<file path="src/rtl/pipeline_hazard_ctrl.sv">
// Hazard controller for the 5-stage 8-bit pipeline: forwarding selects,
// load-use bubbles, branch/jump/call/return sequencing and return-stack depth.
module pipeline_hazard_ctrl #(
    parameter int         STACK_DEPTH = 8,
    parameter logic [4:0] OP_LOAD     = 5'b00100,
    parameter logic [4:0] OP_JMP      = 5'b10000,
    parameter logic [4:0] OP_JSB      = 5'b10001,
    parameter logic [4:0] OP_RET      = 5'b10010,
    parameter logic [4:0] OP_BZ       = 5'b10100,
    parameter logic [4:0] OP_BNZ      = 5'b10101,
    parameter logic [4:0] OP_BC       = 5'b10110,
    parameter logic [4:0] OP_BNC      = 5'b10111
) (
    input  logic       clk,
    input  logic       rst,
    input  logic [4:0] command1,
    input  logic [4:0] command2,
    input  logic [2:0] R1_if_dc,
    input  logic [2:0] R2_if_dc,
    input  logic [2:0] Rd_dc_ex,
    input  logic [2:0] Rd_ex_mem,
    input  logic       wr_dc_ex,
    input  logic       wr_ex_mem,
    input  logic       kill_current,
    input  logic       Cff,
    input  logic       Zff,
    output logic [1:0] R1_forward,
    output logic [1:0] R2_forward,
    output logic       hold_fetch,
    output logic       bubble,
    output logic       stallBr,
    output logic [1:0] PCmux,
    output logic [1:0] PCmuxbc,
    output logic       kill_next,
    output logic       push,
    output logic       pop,
    output logic       stack_err
);

    localparam int              DW        = $clog2(STACK_DEPTH + 1);
    localparam logic [DW-1:0]   DEPTH_MAX = DW'(STACK_DEPTH);

    typedef enum logic [1:0] {RUN, BR_WAIT, BR_DECIDE} state_t;

    state_t        state_q, state_d;
    logic [4:0]    br_op_q, br_op_d;
    logic [DW-1:0] depth_q, depth_d;
    logic          stack_err_q, stack_err_d;
    logic          valid;
    logic          load_use;
    logic          taken;

    // A load result is not available in EX, so only non-load producers forward from EX.
    function automatic logic [1:0] fwd_sel(input logic [2:0] src, input logic [4:0] op2,
                                           input logic [2:0] rd_ex, input logic [2:0] rd_mem,
                                           input logic wr_ex, input logic wr_mem);
        if (wr_ex && rd_ex == src && op2 != OP_LOAD)
            return 2'b01;
        else if (wr_mem && rd_mem == src)
            return 2'b10;
        else
            return 2'b00;
    endfunction

    always_comb begin
        state_d     = state_q;
        br_op_d     = br_op_q;
        depth_d     = depth_q;
        stack_err_d = stack_err_q;
        R1_forward  = 2'b00;
        R2_forward  = 2'b00;
        hold_fetch  = 1'b0;
        bubble      = 1'b0;
        stallBr     = 1'b0;
        PCmux       = 2'b00;
        PCmuxbc     = 2'b00;
        kill_next   = 1'b0;
        push        = 1'b0;
        pop         = 1'b0;
        valid       = !kill_current;
        load_use    = 1'b0;
        taken       = 1'b0;

        // Every output is forced low while reset is held, independent of the inputs.
        if (rst) begin
            R1_forward = fwd_sel(R1_if_dc, command2, Rd_dc_ex, Rd_ex_mem, wr_dc_ex, wr_ex_mem);
            R2_forward = fwd_sel(R2_if_dc, command2, Rd_dc_ex, Rd_ex_mem, wr_dc_ex, wr_ex_mem);
            load_use   = valid && command2 == OP_LOAD && wr_dc_ex &&
                         (Rd_dc_ex == R1_if_dc || Rd_dc_ex == R2_if_dc);
            if (load_use) begin
                hold_fetch = 1'b1;
                bubble     = 1'b1;
            end

            case (br_op_q)
                OP_BZ:   taken = Zff;
                OP_BNZ:  taken = !Zff;
                OP_BC:   taken = Cff;
                OP_BNC:  taken = !Cff;
                default: taken = 1'b0;
            endcase

            case (state_q)
                RUN: begin
                    // Control instructions held by a load-use stall are acted on once it clears.
                    if (valid && !load_use) begin
                        if (command1 == OP_BZ || command1 == OP_BNZ ||
                            command1 == OP_BC || command1 == OP_BNC) begin
                            hold_fetch = 1'b1;
                            br_op_d    = command1;
                            state_d    = BR_WAIT;
                        end else if (command1 == OP_JMP) begin
                            PCmux     = 2'b10;
                            kill_next = 1'b1;
                        end else if (command1 == OP_JSB) begin
                            PCmux     = 2'b10;
                            kill_next = 1'b1;
                            if (depth_q == DEPTH_MAX) begin
                                stack_err_d = 1'b1;
                            end else begin
                                push    = 1'b1;
                                depth_d = depth_q + DW'(1);
                            end
                        end else if (command1 == OP_RET) begin
                            PCmux     = 2'b11;
                            kill_next = 1'b1;
                            if (depth_q == '0) begin
                                stack_err_d = 1'b1;
                            end else begin
                                pop     = 1'b1;
                                depth_d = depth_q - DW'(1);
                            end
                        end
                    end
                end
                BR_WAIT: begin
                    hold_fetch = 1'b1;
                    state_d    = BR_DECIDE;
                end
                BR_DECIDE: begin
                    stallBr   = 1'b1;
                    PCmuxbc   = taken ? 2'b01 : 2'b00;
                    kill_next = taken;
                    state_d   = RUN;
                end
                default: state_d = RUN;
            endcase
        end
    end

    always_ff @(posedge clk or negedge rst) begin
        if (!rst) begin
            state_q     <= RUN;
            br_op_q     <= 5'b00000;
            depth_q     <= '0;
            stack_err_q <= 1'b0;
        end else begin
            state_q     <= state_d;
            br_op_q     <= br_op_d;
            depth_q     <= depth_d;
            stack_err_q <= stack_err_d;
        end
    end

    assign stack_err = stack_err_q;

endmodule

</file>
<file path="config.mk">
export PLATFORM = sky130hd
export DESIGN_NAME = pipeline_hazard_ctrl
export DESIGN_NICKNAME = d
export VERILOG_FILES = /design/src/rtl/pipeline_hazard_ctrl.sv
export SDC_FILE = /design/constraint.sdc
export NUM_CORES = 1
export LEC_CHECK = 0
export BUFFER_PORTS_ARGS = -buffer_cell sky130_fd_sc_hd__clkbuf_2
export CELL_PAD_IN_SITES_DETAIL_PLACEMENT = 0
export CELL_PAD_IN_SITES_GLOBAL_PLACEMENT = 1
export CORE_MARGIN = 4
export CORE_UTILIZATION = 34
export CTS_CLUSTER_SIZE = 40
export DETAILED_ROUTE_END_ITERATION = 16
export GPL_TIMING_DRIVEN = 1
export PLACE_DENSITY_LB_ADDON = 0.08
export SLEW_MARGIN = 5
export SYNTH_ARGS = -nofsm -noshare
export SYNTH_HDL_FRONTEND = slang
export SYNTH_SLANG_ARGS = --single-unit
</file>
<file path="constraint.sdc">
create_clock -name clk -period 2.5 [get_ports clk]
set_clock_uncertainty 0.15 [all_clocks]
set_input_delay 0.25 -clock clk [delete_from_list [all_inputs] [get_ports clk]]
set_output_delay 0.25 -clock clk [all_outputs]
set_load 0.1 [all_outputs]
</file>
==> impl_metrics.toml, run 1 <==
[worst_setup_path]
cp-end-kind = "output pin"
critPathMaxFanout = 5
required_ns = 2.10
critPathKind = "flip-flop to output pin"
critPathArrivalTime_ns = 2.04
cp-start-kind = "flip-flop"

[placement]
hpwl_mm = 2.065
routabilityCongestion = 0.7237
port_buffers = 42
placed_area_um2 = 1543

[floorplanning]
die_y_um = 62.23
die_x_um = 62.23
io_pins = 44
coreArea_um2 = 2781
start_util_pct = 35.94
rows = 19
dieArea_um2 = 3872

[synthesis]
synth_cell_types = 39
avgSynthCellArea_um2 = 10.10
synth_edf_count = 0
yosysTopAreaCell = "dfrtp_1"
ys_async_sr_fraction_pct = 100.0
synth_ff_type = "dfrtp_1"
syn_nets = 131
synth_warnings = 0
ys_ff_latch = 12
syn_inst = 99
synthTopCellsByArea = "dfrtp_1 (30%), xor2_1 (7.0%), xnor2_2 (4.9%), xnor2_1 (4.4%), nand2b_1 (3.1%)"
synth_top_area_share_pct = 30.04
syn_area_um2 = 999.7
yosysSeqAreaShare_pct = 30.04

[finish]
fin_area_um2 = 1598
drive_above_1_share_pct = 54.61
area_growth_pct = 59.82
antennaDiodeCount = 0
nNetsFinal = 186
final_util_pct = 57.44

[cts]
cts_resized = 0
cts_buffers = 3
insertion_delay_ns = 0.27
cts_root_buffer = "clkbuf_4"
cts_tree = "done"
clk_pin_slew_ns = 0.08
htreeDepth = 1
clkSinkCount = 12
clock_path_buffers = 2

[grt]
use_met3_pct = 3.784
use_met1_pct = 17.69
grt_max_degree = 13
grt_use_met2_pct = 22.15
globalRouteOverflowTotal = 0
grt_pass1_wl_mm = 4.257
antenna_found_initial = 0
grt_pass1_vias = 959
grt_usage_pct = 13.49
grt.busiest_layer = "met2"

[route]
detail-route-antenna-nets = 0
first_pass_iters = 3
wirelength_mm = 2.436
post_drt_via_cell_ratio = 4.863
wl_per_cell_um = 13.31
dr.first_iter.drc_count = 28
vias = 890
drcViolationCount = 0

[power_and_ir_drop]
leakagePower_nw = 0.7022
peakVddDrop_uv = 441.1
cellPowerDensity_nw_per_um2 = 522.2

[timing]
fmax_mhz = 410.4
relSlewSlack_pct = 61.25
timing_worst_slew_pin_value_ns = 0.5794
finalHoldViolations = 0
slew_viol_final = 0
final-setup-viol-count = 0
final.period_utilization_pct = 97.46
rsz0062_at_grt = "true"
fin_crit_ns = 2.436

[job]
drv_cap = 0

[outcome]
status = "completed"

[min_path]
hold_class = "primary input to flip-flop"
==> per-stage QoR <==
step	instances	setup slack [ns]	TNS, ns	hold WS [ns]	power (mW)
floorplan	99	-0.4689	-0.8073	-0.1956	0.5902
global placement	176	0.1559	0	0.1095	0.7043
detailed placement	176	0.06599	0	0.1054	0.7204
CTS	182	0.02554	0	0.09330	0.8458
global route	183	-0.02195	-0.02195	0.08936	0.8956
finish	183	0.06360	0	0.1011	0.8344
==> timing repair <==
item / CTS / global route
hold buffers: 1 / 0
buffers inserted: 2 / 1
cloned: 0 / 0
endpoints found under the hold margin: 12 / 0
setup endpoints to repair: 4 / 3
pin swaps: 2 / 1
==> routing by layer <==
| metal | vias up | share of wire, % |
|---|---|---|
| met5 | - | 0 |
| met4 | 0 | 0.53 |
| met3 | 2 | 4.4 |
| met2 | 25 | 47 |
| met1 | 407 | 48 |
| li1 | 456 | - |
==> cell type report <==
type,instances,area [um2]
Timing Repair Buffer,52,395.4
Tap cell,31,38.79
Sequential cell,12,300.3
Fill cell,253,1184
Multi-Input combinational cell,81,825.8
Inverter,4,15.01
Clock buffer,3,22.52
==> where the power goes <==
group / switching [mW] / internal, mW
logic: 0.229 / 0.184
clock network: 0.0611 / 0.0557
registers: 0.0608 / 0.244
==> layout by cell type (no fill, tap or decap), drive strengths merged, types with 3 or more instances in the layout <==
| cell type | count |
|---|---|
| xnor2 | 8 |
| nor3 | 5 |
| nand3 | 6 |
| dfrtp | 12 |
| xor2 | 8 |
| and2 | 3 |
| nor4 | 4 |
| nand2 | 5 |
| inv | 4 |
| mux2 | 4 |
| nor2 | 7 |
| a21oi | 3 |
| clkbuf | 37 |
| nand2b | 5 |
| buf | 17 |
==> Yosys cell counts, types with 3 or more instances <==
master and count:
nand3_1 5, nor3_1 4, nand2b_1 5, xnor2_1 5, xnor2_2 3, nor2_1 6
xor2_1 8, dfrtp_1 12, nand2_1 4, nor4_1 4, inv_1 4, a21oi_1 3
==> state kept, by name, summed over array words and instances, names as in the netlist <==
register and count:
depth_q 4, state_q 2, stack_err 1, br_op_q 5
==> cell families after synthesis <==
logic type	share of synthesized area, %
DFF	30.04
other	0.3751
AOI/OAI and AO/OA	9.012
and+or+nand+nor	29.54
adders and majority gates	4.505
xor gates and xnor gates	16.27
buffers and inverters	3.003
muxes	7.259
==> worst max-delay path: stages, from the launching register on <==
cell and delay [ns]:
dfrtp_1 0.38, or4b_4 0.57, nor4b_4 0.30, nand2b_4 0.15, nor3_4 0.17, buf_12 0.20
==> path summary, 6_finish.rpt <==
path | from | end | slack (ns) | cells after the start
setup / recovery | state_q[0] | pop | 0.06 | 5
hold / removal | command1[1] | br_op_q[1] | 0.10 | 2
setup reg to reg | state_q[0] | depth_q[1] | 0.29 | 6
hold reg to reg | br_op_q[4] | br_op_q[4] | 0.33 | 1
max in group asynchronous | rst | br_op_q[0] | 1.26 | 3
min in group asynchronous | rst | depth_q[1] | 0.56 | 3
No activity file was read; power rests on OpenSTA's default activity.
==> inputs of run 2 (changes only) <==
--- a/config.mk
+++ b/config.mk
@@ -9,7 +9,7 @@
 export CELL_PAD_IN_SITES_DETAIL_PLACEMENT = 0
 export CELL_PAD_IN_SITES_GLOBAL_PLACEMENT = 1
 export CORE_MARGIN = 4
-export CORE_UTILIZATION = 34
+export CORE_UTILIZATION = 31
 export CTS_CLUSTER_SIZE = 40
 export DETAILED_ROUTE_END_ITERATION = 16
 export GPL_TIMING_DRIVEN = 1
==> constraint.sdc (replaced) <==
create_clock -name clk -period 2 [get_ports clk]
set_clock_uncertainty 0.15 [all_clocks]
set_input_delay 0.2 -clock clk [delete_from_list [all_inputs] [get_ports clk]]
set_output_delay 0.2 -clock clk [all_outputs]
set_load 0.1 [all_outputs]
==> impl_metrics.toml, run 2 (same netlist as run 1, synthesis figures left out) <==
[grt]
grt_usage_pct = 15.31
grt_max_degree = 13
grt_pass1_vias = 1157
grt_pass1_wl_mm = 5.119
antenna_found_initial = 0
globalRouteOverflowTotal = 0

[finish]
largest_register = "br_op_q"
final_common_cell = "buf_4"
final_util_pct = 66.99
final_cell_mix = "buf_4 (30), clkbuf_2 (25), buf_12 (13)"
area_growth_pct = 106.3
stdcell_count = 224
reg_top3 = "br_op_q: 5 flops, depth_q: 4 flops, state_q: 2 flops"
fin_area_um2 = 2062
drive_above_1_share_pct = 69.44
antennaDiodeCount = 0
nNetsFinal = 213
largest_reg_flops = 5

[timing]
finalWorstSetupSlack_ns = -0.3687
final-setup-viol-count = 13
finalHoldViolations = 0
relSlewSlack_pct = 61.22
fin_crit_ns = 2.369
fmax_mhz = 422.2
rsz0062_at_grt = "true"
timing_worst_slew_pin_value_ns = 0.5799
finalSetupTns_ns = -2.514
slew_viol_final = 0
final.period_utilization_pct = 118.4

[cts]
insertion_delay_ns = 0.28
clk_pin_slew_ns = 0.09
cts_buffers = 3
htreeDepth = 1
clkSinkCount = 12
clock_path_buffers = 2
cts_tree = "done"
cts_root_buffer = "clkbuf_4"

[min_path]
hold_class = "primary input to flip-flop"

[outcome]
violations = "setup timing"
status = "complete, but fails checks"

[placement]
port_buffers = 42
placed_area_um2 = 1836
routabilityCongestion = 0.7599
hpwl_mm = 2.256
dp.cells = 212

[floorplanning]
die_y_um = 64.79
rows = 20
die_x_um = 64.79
io_pins = 44
dieArea_um2 = 4197
start_util_pct = 32.48
coreArea_um2 = 3078

[route]
drcViolationCount = 0
first_pass_iters = 4
post_drt_via_cell_ratio = 4.531
dr.first_iter.drc_count = 18
wl_per_cell_um = 12.58
vias = 1015
wirelength_mm = 2.817
detail-route-antenna-nets = 0

[worst_setup_path]
r2r_setup_slack_ns = -0.21
cp-start-kind = "flip-flop"
critPathMaxFanout = 5
critPathKind = "flip-flop to output pin"
critPathArrivalTime_ns = 2.02
required_ns = 1.65
cp-end-kind = "output pin"

[power_and_ir_drop]
leakagePower_nw = 0.9133
cellPowerDensity_nw_per_um2 = 599.0
peakVddDrop_uv = 364.0
power_mw = 1.235

[job]
drv_cap = 0
==> run 2: cell types whose count changed in the layout (fill, tap and decap cells not counted), sizes merged <==
| cell | delta |
|---|---|
| buf | +35 |
| clkbuf | -7 |
==> run 2: layout make-up <==
type,count,area (um2)
Clock buffer,4,36.28
Inverter,4,15.01
Tap cell,44,55.05
Sequential cell,12,300.3
Multi-Input combinational cell,81,908.4
Fill cell,247,1016
Timing Repair Buffer,79,747.0
==> run 2: report_power, final <==
| part | leakage, nW | internal (mW) | total (mW) | switching (mW) |
|---|---|---|---|---|
| sequential | 0.152 | 0.305 | 0.363 | 0.0581 |
| combinational | 0.740 | 0.329 | 0.668 | 0.338 |
| clock | 0.0210 | 0.111 | 0.205 | 0.0941 |
==> run 2: stage by stage <==
stage                     hold WS [ns]  setup WS [ns]
final                           0.1218        -0.3687
after global routing            0.1287        -0.4786
after CTS                       0.1185        -0.4545
after detailed placement       0.05485        -0.2207
after global placement         0.06009        -0.1985
after floorplan                -0.2456        -0.9348
==> run 2: timing repair <==
item / CTS / global route
setup buffers: 7 / 0
hold buffers: 1 / 0
resized for setup: 14 / 14
pin swaps: 10 / 12
hold endpoints to repair: 12 / 0
endpoints found under the setup margin: 11 / 17
==> run 2: worst max-delay path, cell delays in order (launching register included) <==
cell and delay [ns]:
dfrtp_1 0.38, or4b_4 0.54, nor4b_4 0.30, nand2b_4 0.15, nor3_4 0.17, buf_12 0.20
==> run 2: final timing paths <==
kind / startpoint / to / cells after the start
max in group asynchronous: rst / state_q[0] / 3
hold / removal: command1[1] / br_op_q[1] / 3
setup / recovery: state_q[1] / pop / 5
min in group asynchronous: rst / stack_err / 3
hold reg to reg: br_op_q[4] / br_op_q[4] / 1
setup reg to reg: state_q[1] / depth_q[2] / 6
==> run 2: metal layers <==
metal	GRT usage, %	share of wire [%]
met1	19.60	44
met2	26.82	52
met3	2.600	3.5
met4	3.166	0.35
met5	0	0
